--- config.mk ---
export PLATFORM = sky130hd
export DESIGN_NAME = clk_ratio_monitor_flat
export DESIGN_NICKNAME = d
export VERILOG_FILES = /design/src/rtl/clk_mon_pkg.sv /design/src/rtl/clk_ratio_monitor_if.sv /design/src/rtl/clk_mon_rise_detect.sv /design/src/rtl/clk_ratio_monitor.sv /design/src/flat_wrapper.sv
export SDC_FILE = /design/constraint.sdc
export NUM_CORES = 1
export LEC_CHECK = 0
export CAP_MARGIN = 5
export CORE_ASPECT_RATIO = 1.75
export CORE_MARGIN = 8
export CORE_UTILIZATION = 53
export DETAILED_ROUTE_END_ITERATION = 16
export GPL_TIMING_DRIVEN = 0
export PLACE_DENSITY = 0.79
export SLEW_MARGIN = 0
export SYNTH_ARGS = -nofsm -noshare
export SYNTH_HDL_FRONTEND = slang
export SYNTH_SLANG_ARGS = --single-unit
--- constraint.sdc ---
create_clock -name clk -period 2.6 [get_ports clk]
set_clock_uncertainty 0.15 [all_clocks]
set_input_delay 0.26 -clock clk [delete_from_list [all_inputs] [get_ports clk]]
set_output_delay 0.26 -clock clk [all_outputs]
set_load 0.01 [all_outputs]
--- src/rtl/clk_mon_pkg.sv ---
// Shared types and default sizing for the divided-clock ratio monitor.
package clk_mon_pkg;

    typedef enum logic [1:0] {
        SEEK   = 2'd0,
        TRACK  = 2'd1,
        LOCKED = 2'd2
    } mon_state_t;

    localparam int DEF_CNT_W      = 8;
    localparam int DEF_MAX_PERIOD = 128;
    localparam int DEF_LOCK_COUNT = 3;

endpackage

--- src/rtl/clk_ratio_monitor_if.sv ---
// Signal bundle between a divided-clock source/checker and clk_ratio_monitor.
interface clk_ratio_monitor_if
    import clk_mon_pkg::*;
#(
    parameter int CNT_W = DEF_CNT_W
);

    // meas_valid, mismatch and timeout are single-cycle strobes with no ready:
    // the monitor never stalls, so the consumer must sample them on the cycle
    // they are high; period/high_time are valid whenever meas_valid is high and
    // hold their value until the next strobe.
    logic             div_in;
    logic [CNT_W-1:0] exp_period;
    logic [CNT_W-1:0] period;
    logic [CNT_W-1:0] high_time;
    logic             meas_valid;
    logic             locked;
    logic             mismatch;
    logic             timeout;
    mon_state_t       state;

    modport master (
        output div_in, exp_period,
        input  period, high_time, meas_valid, locked, mismatch, timeout, state
    );

    modport slave (
        input  div_in, exp_period,
        output period, high_time, meas_valid, locked, mismatch, timeout, state
    );

endinterface

--- src/rtl/clk_mon_rise_detect.sv ---
// Registers the clk-synchronous divided clock and flags its rising edge.
module clk_mon_rise_detect (
    input  logic clk,
    input  logic rst,
    input  logic div_in,
    output logic div_s,
    output logic rise
);

    logic div_d;

    // div_in comes from clk's own domain, so a single register is enough.
    always_ff @(posedge clk or posedge rst) begin
        if (rst) begin
            div_s <= 1'b0;
            div_d <= 1'b0;
        end else begin
            div_s <= div_in;
            div_d <= div_s;
        end
    end

    assign rise = div_s & ~div_d;

endmodule

--- src/rtl/clk_ratio_monitor.sv ---
// Measures period and high time of a divided clock in clk cycles and reports
// lock, mismatch and timeout against an expected period.
module clk_ratio_monitor
    import clk_mon_pkg::*;
#(
    parameter int CNT_W      = DEF_CNT_W,
    parameter int MAX_PERIOD = DEF_MAX_PERIOD,
    parameter int LOCK_COUNT = DEF_LOCK_COUNT
) (
    input  logic                clk,
    input  logic                rst,
    clk_ratio_monitor_if.slave  mon
);

    localparam int               MC_W    = $clog2(LOCK_COUNT + 1);
    localparam logic [CNT_W-1:0] MAX_CNT = CNT_W'(MAX_PERIOD);
    localparam logic [MC_W-1:0]  LOCK_N  = MC_W'(LOCK_COUNT);

    logic             div_s;
    logic             rise;
    mon_state_t       state_q, state_d;
    logic [CNT_W-1:0] cnt_q, cnt_d;
    logic [CNT_W-1:0] hcnt_q, hcnt_d;
    logic [MC_W-1:0]  match_q, match_d;
    logic [MC_W-1:0]  match_inc;
    logic [CNT_W-1:0] period_q, period_d;
    logic [CNT_W-1:0] high_q, high_d;
    logic             mv_q, mv_d;
    logic             mm_q, mm_d;
    logic             to_q, to_d;
    logic             good;

    clk_mon_rise_detect u_rise (
        .clk    (clk),
        .rst    (rst),
        .div_in (mon.div_in),
        .div_s  (div_s),
        .rise   (rise)
    );

    // The edge that processes a rise already sees div_s high, so both
    // counters restart at 1 and the window covers exactly one period.
    assign good      = (cnt_q == mon.exp_period) && ({hcnt_q, 1'b0} == {1'b0, cnt_q});
    assign match_inc = match_q + MC_W'(1);

    always_comb begin
        state_d  = state_q;
        cnt_d    = cnt_q;
        hcnt_d   = hcnt_q;
        match_d  = match_q;
        period_d = period_q;
        high_d   = high_q;
        mv_d     = 1'b0;
        mm_d     = 1'b0;
        to_d     = 1'b0;
        case (state_q)
            SEEK: begin
                cnt_d   = '0;
                hcnt_d  = '0;
                match_d = '0;
                if (rise) begin
                    state_d = TRACK;
                    cnt_d   = CNT_W'(1);
                    hcnt_d  = CNT_W'(1);
                end
            end
            TRACK, LOCKED: begin
                if (rise) begin
                    mv_d     = 1'b1;
                    period_d = cnt_q;
                    high_d   = hcnt_q;
                    cnt_d    = CNT_W'(1);
                    hcnt_d   = CNT_W'(1);
                    if (!good) begin
                        mm_d    = 1'b1;
                        match_d = '0;
                        state_d = TRACK;
                    end else if (state_q == TRACK) begin
                        match_d = match_inc;
                        if (match_inc >= LOCK_N) begin
                            state_d = LOCKED;
                        end
                    end
                end else if (cnt_q == MAX_CNT) begin
                    to_d    = 1'b1;
                    state_d = SEEK;
                    cnt_d   = '0;
                    hcnt_d  = '0;
                    match_d = '0;
                end else begin
                    cnt_d = cnt_q + CNT_W'(1);
                    if (div_s && (hcnt_q != MAX_CNT)) begin
                        hcnt_d = hcnt_q + CNT_W'(1);
                    end
                end
            end
            default: begin
                state_d = SEEK;
            end
        endcase
    end

    always_ff @(posedge clk or posedge rst) begin
        if (rst) begin
            state_q  <= SEEK;
            cnt_q    <= '0;
            hcnt_q   <= '0;
            match_q  <= '0;
            period_q <= '0;
            high_q   <= '0;
            mv_q     <= 1'b0;
            mm_q     <= 1'b0;
            to_q     <= 1'b0;
        end else begin
            state_q  <= state_d;
            cnt_q    <= cnt_d;
            hcnt_q   <= hcnt_d;
            match_q  <= match_d;
            period_q <= period_d;
            high_q   <= high_d;
            mv_q     <= mv_d;
            mm_q     <= mm_d;
            to_q     <= to_d;
        end
    end

    assign mon.period     = period_q;
    assign mon.high_time  = high_q;
    assign mon.meas_valid = mv_q;
    assign mon.mismatch   = mm_q;
    assign mon.timeout    = to_q;
    assign mon.locked     = (state_q == LOCKED);
    assign mon.state      = state_q;

endmodule
--- src/flat_wrapper.sv ---
// flat-port wrapper written by rule: the top's interface ports become plain ports
module clk_ratio_monitor_flat import clk_mon_pkg::*;
#(
    parameter int CNT_W      = DEF_CNT_W,
    parameter int MAX_PERIOD = DEF_MAX_PERIOD,
    parameter int LOCK_COUNT = DEF_LOCK_COUNT
)
  (clk, rst, mon_div_in, mon_exp_period, mon_period, mon_high_time, mon_meas_valid, mon_locked, mon_mismatch, mon_timeout, mon_state);
  clk_ratio_monitor_if #(.CNT_W(CNT_W)) mon_i ();
  input  logic clk;
  input  logic rst;
  input wire logic [$bits(mon_i.div_in)-1:0] mon_div_in;
  input wire logic [$bits(mon_i.exp_period)-1:0] mon_exp_period;
  output wire logic [$bits(mon_i.period)-1:0] mon_period;
  output wire logic [$bits(mon_i.high_time)-1:0] mon_high_time;
  output wire logic [$bits(mon_i.meas_valid)-1:0] mon_meas_valid;
  output wire logic [$bits(mon_i.locked)-1:0] mon_locked;
  output wire logic [$bits(mon_i.mismatch)-1:0] mon_mismatch;
  output wire logic [$bits(mon_i.timeout)-1:0] mon_timeout;
  output wire logic [$bits(mon_i.state)-1:0] mon_state;
  assign mon_i.div_in = mon_div_in;
  assign mon_i.exp_period = mon_exp_period;
  assign mon_period = mon_i.period;
  assign mon_high_time = mon_i.high_time;
  assign mon_meas_valid = mon_i.meas_valid;
  assign mon_locked = mon_i.locked;
  assign mon_mismatch = mon_i.mismatch;
  assign mon_timeout = mon_i.timeout;
  assign mon_state = mon_i.state;
  clk_ratio_monitor #(.CNT_W(CNT_W), .MAX_PERIOD(MAX_PERIOD), .LOCK_COUNT(LOCK_COUNT)) u_core (.clk(clk), .rst(rst), .mon(mon_i));
endmodule
==> Word level (Yosys, flattened, before mapping) <==
Cells that the tools add are included.
{ "totals": {"output_inout_bits": 22, "wordCells": 64, "regBits": 41, "inputBits": 11} }
{ "classes": {"n_bitwise": 2, "magnitude_cmp": 1, "reduce_logical": 9, "eq_ne": 11, "n_mux": 27, "n_addsub": 3} }
{ "ops": {"columns": ["op", "count"], "rows": [
  ["two-way mux 8 bit", 5],
  ["one-hot mux 8 bit (2 select lines)", 2],
  ["two-way mux 2 bit", 9],
  ["adder 8 x 1 -> 8 bit, second input constant", 2],
  ["equality test 9 x 8 -> 1 bit", 1],
  ["two-way mux 1 bit", 9],
  ["equality test 8 bit", 1],
  ["equality test 8 bit, second input constant", 1],
  ["!= test 4 bit, second input constant", 2],
  ["!= test 8 bit, second input constant", 1],
  ["one-hot mux 2 bit (2 select lines)", 2],
  ["!= test 4 x 1 -> 1 bit, second input constant", 1],
  ["AND reduction 2 bit", 2],
  ["AND reduction 4 bit", 1],
  ["!= test 3 x 1 -> 1 bit, second input constant", 1],
  ["AND reduction 3 bit", 1],
  ["adder 2 x 1 -> 2 bit, second input constant", 1],
  ["equality test 2 x 1 -> 1 bit, second input constant", 1],
  ["equality test 2 bit, second input constant", 1],
  [">= comparator 2 bit, second input constant", 1],
  ["logical AND 1 bit", 2],
  ["zero test 2 bit", 1],
  ["!= test 2 x 1 -> 1 bit, second input constant", 1],
  ["nonzero test 2 bit", 1],
  ["3 further kinds", 3]
]} }

==> Longest topological paths before layout <==
{ "depth": {"depth_word": 7, "ltp_mapped": 7, "depth_no_buf": 7} }

==> By module <==
Synthesis repeated with hierarchy kept, for this count alone.
{ "hier_totals": {"cells_unflattened": 202, "area_unflattened_um2": 2129.5} }
{ "by_module_without_submodules": {"columns": ["mod", "area_per_inst_um2", "cells_per_inst", "n_inst"], "rows": [
  ["clk_ratio_monitor", 2062.0, 198, 1],
  ["clk_mon_rise_detect", 67.6, 4, 1]
]} }

==> Worst setup path after synthesis <==
No wires, ideal clock.
{ "synth_timing": {"path_kind": "register to register", "start": "register u_core.cnt_q[2]", "end": "register u_core.state_q[0] (netlist: u_core.mon.state[0])", "synth_period_minus_slack_ps": 2058, "required_ps": 2324, "setup_slack_ps": 542, "arrival_ps": 1782, "path_stages_with_launch": 8, "path_cell_list": "dfrtp_1 -> buf_2 -> xnor2_1 -> o211ai_1 -> or4_1 -> clkbuf_2 -> o211a_1 -> a221o_1"} }
{ "synth_via": {"elab_chain_len": 5, "word_cells_on_any_way": 11} }
{ "synth_rtl": {"columns": ["element", "line_no", "rtl"], "rows": [
  ["start: declaration", "clk_ratio_monitor.sv:22", "logic [CNT_W-1:0] cnt_q, cnt_d;"],
  ["start signal: assignment", "clk_ratio_monitor.sv:116", "cnt_q <= cnt_d;"],
  ["equality test 9 x 8 -> 1 bit or equality test 8 bit (tied branches)", "clk_ratio_monitor.sv:43", "assign good = (cnt_q == mon.exp_period) && ({hcnt_q, 1'b0} == {1'b0, cnt_q});"],
  ["logical AND 1 bit", "clk_ratio_monitor.sv:43", null],
  ["two-way mux 2 bit", "clk_ratio_monitor.sv:74", "if (!good) begin"],
  ["two-way mux 2 bit", "clk_ratio_monitor.sv:68", "if (rise) begin"],
  ["one-hot mux 2 bit (2 select lines)", "clk_ratio_monitor.sv:56", "case (state_q)"],
  ["end signal: assignment", "clk_ratio_monitor.sv:115", "state_q <= state_d;"],
  ["end: declaration", "clk_ratio_monitor.sv:21", "mon_state_t state_q, state_d;"]
]} }
Parallel ways exist; a longest one is shown, timed or not.
A chain may end at the register's enable or synchronous reset.

==> Worst setup path in the final report <==
{ "layout_timing": {"start": "register u_core.cnt_q[4]", "end": "register u_core.state_q[0] (netlist: u_core.mon.state[0])"} }
The elaborated chain is that of the path after synthesis.

==> load_flow_metrics.sql <==
INSERT INTO impl_metrics (metric_group, metric, value, unit) VALUES
('run_status', 'outcome', 'finished clean', ''),
('power', 'ir_drop', '0.647', 'mV'),
('worst_setup_path', 'worst_r2r_startpoint', 'u_core.cnt_q[4]', ''),
('floorplan', 'core_region', '0.00379', 'mm2'),
('worst_setup_path', 'setup.worst_path.start_class', 'register', ''),
('routing', 'initialDrtViolationCount', '47', ''),
('sta', 'setup_viol', '0', ''),
('power', 'comb_power_share', '28.4', '%'),
('placed_design', 'post-dp-hpwl', '3.28', 'mm'),
('cells_and_area', 'antenna_cells_inserted', '0', ''),
('routing', 'via_count', '1570', ''),
('worst_setup_path', 'timing_worst_setup_path_type', 'register to register', ''),
('sta', 'worst_slew_margin_rel', '44.0', '%'),
('synth', 'yosysWarningCount', '0', ''),
('min_path', 'worst_hold_path.num_cells', '1', ''),
('synth', 'synth_register_bits', '41', ''),
('clock_network', 'tritoncts.num_buffers', '5', ''),
('synth', 'synth_cell_type_count', '39', ''),
('cells_and_area', 'finish.utilization', '66.0', '%'),
('routing', 'drt_pre_antenna_iters', '4', ''),
('min_path', 'worstHoldStart', 'mon_div_in', ''),
('clock_network', 'master_cell_of_the_clock_root_buffer', 'sky130_fd_sc_hd__clkbuf_8', ''),
('synth', 'postSynthAreaPerCell', '10.3', 'um2'),
('routing', 'wl', '4.42', 'mm'),
('job', 'max_cap_violations', '0', ''),
('clock_network', 'postCtsSetupRepairBufs', '0', ''),
('worst_setup_path', 'critical_path_peak_fanout', '7', ''),
('cells_and_area', 'register_area', '0.00103', 'mm2'),
('clock_network', 'post_cts_resize_count', '0', ''),
('cells_and_area', 'multi_input_area', '941', 'um2'),
('floorplan', 'die_w', '62.8', 'um'),
('sta', 'timing.final.crit_share', '87.8', '%'),
('global_routing', 'pin_count_of_the_biggest_net_entering_global_routing', '42', ''),
('routing', 'drt_drc_violations_left', '0', ''),
('power', 'switching_share', '33.0', '%'),
('floorplan', 'std_cell_rows', '30', ''),
('synth', 'synthesis.area', '0.00203', 'mm2'),
('clock_network', 'insertion_delay', '0.30', 'ns'),
('cells_and_area', 'num-nets-final', '256', ''),
('floorplan', 'fp.dieH', '98.0', 'um'),
('cells_and_area', 'drive_gt1_share', '11.8', '%'),
('clock_network', 'clock_path_buffers', '2', ''),
('power', 'leakage_power_figure', '0.00115', 'uW'),
('clock_network', 'clkSinkCount', '41', ''),
('placed_design', 'port_buffers', '32', ''),
('cells_and_area', 'area_delta_synth_final', '22.9', '%'),
('worst_setup_path', 'worst-r2r-cell-count', '6', ''),
('placed_design', 'place_worst_setup_slack', '0.121', 'ns'),
('sta', 'final_max_slew_viol_count', '0', ''),
('worst_setup_path', 'cp_data_required_time', '2.64', 'ns'),
('routing', 'drt-wirelength-per-cell', '15.5', 'um'),
('cells_and_area', 'fill_cells', '297', ''),
('clock_network', 'clk_pin_slew', '0.09', 'ns'),
('global_routing', 'grt_antenna_before_repair', '0', ''),
('sta', 'post-route-min-period', '2.28', 'ns'),
('power', 'share_clk_of_total_power', '24.5', '%'),
('worst_setup_path', 'r2r_setup_slack', '0.32', 'ns'),
('routing', 'drt.antenna.violating_nets', '0', ''),
('worst_setup_path', 'critPathCaptureType', 'register', ''),
('worst_setup_path', 'cp.arrival', '2.32', 'ns'),
('sta', 'maximum_operating_frequency', '438', 'MHz'),
('sta', 'rsz_0062_raised_after_global_routing', 'false', ''),
('sta', 'timing.final.ws_setup', '0.316', 'ns'),
('floorplan', 'die_area', '0.00616', 'mm2'),
('clock_network', 'post_cts_hold_buffer_count', '0', ''),
('sta', 'tightest_slew', '0.838', 'ns'),
('synth', 'sequential_to_total_area_share_from_yosys_stat', '50.4', '%'),
('sta', 'finalSetupTns', '0', 'ns'),
('min_path', 'hold_path_class', 'input port to register', ''),
('floorplan', 'start_util', '53.7', '%'),
('power', 'internal-power', '1110', 'uW');
[per-layer routing]
| metal | vias up | GRT usage [%] | share of wire (%) |
|---|---|---|---|
| li1 | 753 | - | - |
| met1 | 768 | 16.4 | 42 |
| met2 | 39 | 26.1 | 51 |
| met3 | 10 | 3.78 | 3.9 |
| met4 | 0 | 9.19 | 2.9 |
| met5 | - | 0 | 0 |
[cell usage in the layout, fill, tap and decap left out, types with 3 or more instances in the layout]
cell type	count
sky130_fd_sc_hd__dfrtp_1	41
sky130_fd_sc_hd__clkdlybuf4s50_1	32
sky130_fd_sc_hd__nor2_1	20
sky130_fd_sc_hd__nand2_1	16
sky130_fd_sc_hd__o21ai_0	14
sky130_fd_sc_hd__mux2_2	12
sky130_fd_sc_hd__nor3_1	9
sky130_fd_sc_hd__ha_1	9
sky130_fd_sc_hd__xnor2_1	8
sky130_fd_sc_hd__inv_1	8
sky130_fd_sc_hd__and3_1	7
sky130_fd_sc_hd__xor2_1	6
sky130_fd_sc_hd__nand3_1	5
sky130_fd_sc_hd__clkbuf_8	5
sky130_fd_sc_hd__clkbuf_1	4
sky130_fd_sc_hd__nand2b_1	4
sky130_fd_sc_hd__o22ai_1	3
[cell families (layout without fill, tap and decap cells)]
logic type	count (synthesis)	in the layout	synth area share [%]
fa+ha+maj	9	9	5.54
flops	41	41	50.4
mux	12	12	6.64
xor+xnor	14	14	6.03
buf+inv	17	57	3.32
simple gates	75	75	18.6
compound gates	29	29	9.41
[cell usage after synthesis]
library cell                number  area [um2]
sky130_fd_sc_hd__nand4bb_1       1        11.3
sky130_fd_sc_hd__inv_1           9        33.8
sky130_fd_sc_hd__xor2_1          6        52.6
sky130_fd_sc_hd__o22ai_1         3        18.8
sky130_fd_sc_hd__nor2_1         20        75.1
sky130_fd_sc_hd__buf_1           1        3.75
sky130_fd_sc_hd__a31oi_1         1        6.26
sky130_fd_sc_hd__xnor2_1         8        70.1
sky130_fd_sc_hd__clkbuf_2        1        5.00
sky130_fd_sc_hd__nand2_1        16        60.1
sky130_fd_sc_hd__dfrtp_1        41        1030
sky130_fd_sc_hd__and2_1          1        6.26
sky130_fd_sc_hd__mux2_2         12         135
sky130_fd_sc_hd__or2_2           1        6.26
sky130_fd_sc_hd__o211ai_1        2        15.0
sky130_fd_sc_hd__a221o_1         1        10.0
sky130_fd_sc_hd__ha_1            9         113
sky130_fd_sc_hd__and2_2          1        7.51
sky130_fd_sc_hd__nor3_1          9        45.0
sky130_fd_sc_hd__nand2b_1        4        25.0
sky130_fd_sc_hd__or3_2           1        7.51
sky130_fd_sc_hd__o2bb2ai_1       1        8.76
sky130_fd_sc_hd__clkbuf_1        4        15.0
sky130_fd_sc_hd__o21ai_0        14        70.1
sky130_fd_sc_hd__a41oi_1         2        17.5
sky130_fd_sc_hd__and3_1          7        43.8
sky130_fd_sc_hd__a21oi_1         1        5.00
sky130_fd_sc_hd__o211ai_2        1        12.5
sky130_fd_sc_hd__a22o_1          2        17.5
sky130_fd_sc_hd__and4_1          1        8.76
sky130_fd_sc_hd__or4_1           1        7.51
sky130_fd_sc_hd__o211a_1         1        10.0
sky130_fd_sc_hd__and2b_1         1        7.51
sky130_fd_sc_hd__nand4_1         2        12.5
sky130_fd_sc_hd__buf_2           2        10.0
sky130_fd_sc_hd__nor4b_1         1        8.76
sky130_fd_sc_hd__nand3_1         5        25.0
sky130_fd_sc_hd__nor2b_1         2        12.5
sky130_fd_sc_hd__and3b_1         1        8.76
[critical path, stage by stage (launching register included)]
cell                       delay [ns]
sky130_fd_sc_hd__dfrtp_1         0.47
sky130_fd_sc_hd__nor3_1          0.22
sky130_fd_sc_hd__o22ai_1         0.11
sky130_fd_sc_hd__or4_1           0.56
sky130_fd_sc_hd__clkbuf_2        0.18
sky130_fd_sc_hd__o211a_1         0.23
sky130_fd_sc_hd__a221o_1         0.26
[power by group through the flow]
stage | Combinational (uW) | Clock, uW | Sequential, uW
floorplan | 268 | 0 | 797
global placement | 461 | 0 | 791
detailed placement | 473 | 0 | 792
CTS | 478 | 414 | 779
global route | 529 | 439 | 791
finish | 471 | 406 | 779
[stage by stage]
stage | total power, uW | std cells | hold WS [ns] | area, um2
finish | 1660 | 285 | 0.242 | 2500
global route | 1760 | 285 | 0.244 | 2500
CTS | 1670 | 285 | 0.239 | 2500
detailed placement | 1270 | 277 | 0.293 | 2410
global placement | 1250 | 277 | 0.290 | 2410
floorplan | 1060 | 197 | 0.141 | 2030
[cell type report]
| type | instances | area share, % |
|---|---|---|
| plain buffers | 8 | 1.35 |
| clock buffers | 5 | 2.75 |
| clock inverters | 3 | 0.700 |
| inverters | 9 | 1.35 |
| multi-input cells | 139 | 37.6 |
| flip-flops and latches | 41 | 41.0 |
| well taps | 48 | 2.40 |
| repair buffers | 32 | 12.8 |
[worst max path at each step]
stage | from | endpoint | depth (start not counted)
after floorplan | u_core.cnt_q[2] | u_core.mon.state[0] | 7
after global placement | mon_exp_period[4] | u_core.mon.state[0] | 7
after detailed placement | mon_exp_period[4] | u_core.mon.state[0] | 7
after CTS | u_core.cnt_q[4] | u_core.mon.state[0] | 6
after global routing | u_core.cnt_q[5] | u_core.mon.state[0] | 7
final | u_core.cnt_q[4] | u_core.mon.state[0] | 6
[flip-flops by register name (all words and copies together), names as in the netlist]
name	flops
u_core.cnt_q	8
u_core.hcnt_q	8
u_core.match_q	2
u_core.mon.high_time	8
u_core.mon.meas_valid	1
u_core.mon.mismatch	1
u_core.mon.period	8
u_core.mon.state	2
u_core.mon.timeout	1
u_core.u_rise.div_d	1
u_core.u_rise.div_s	1
Note: power is estimated with default switching activity, not from simulation.
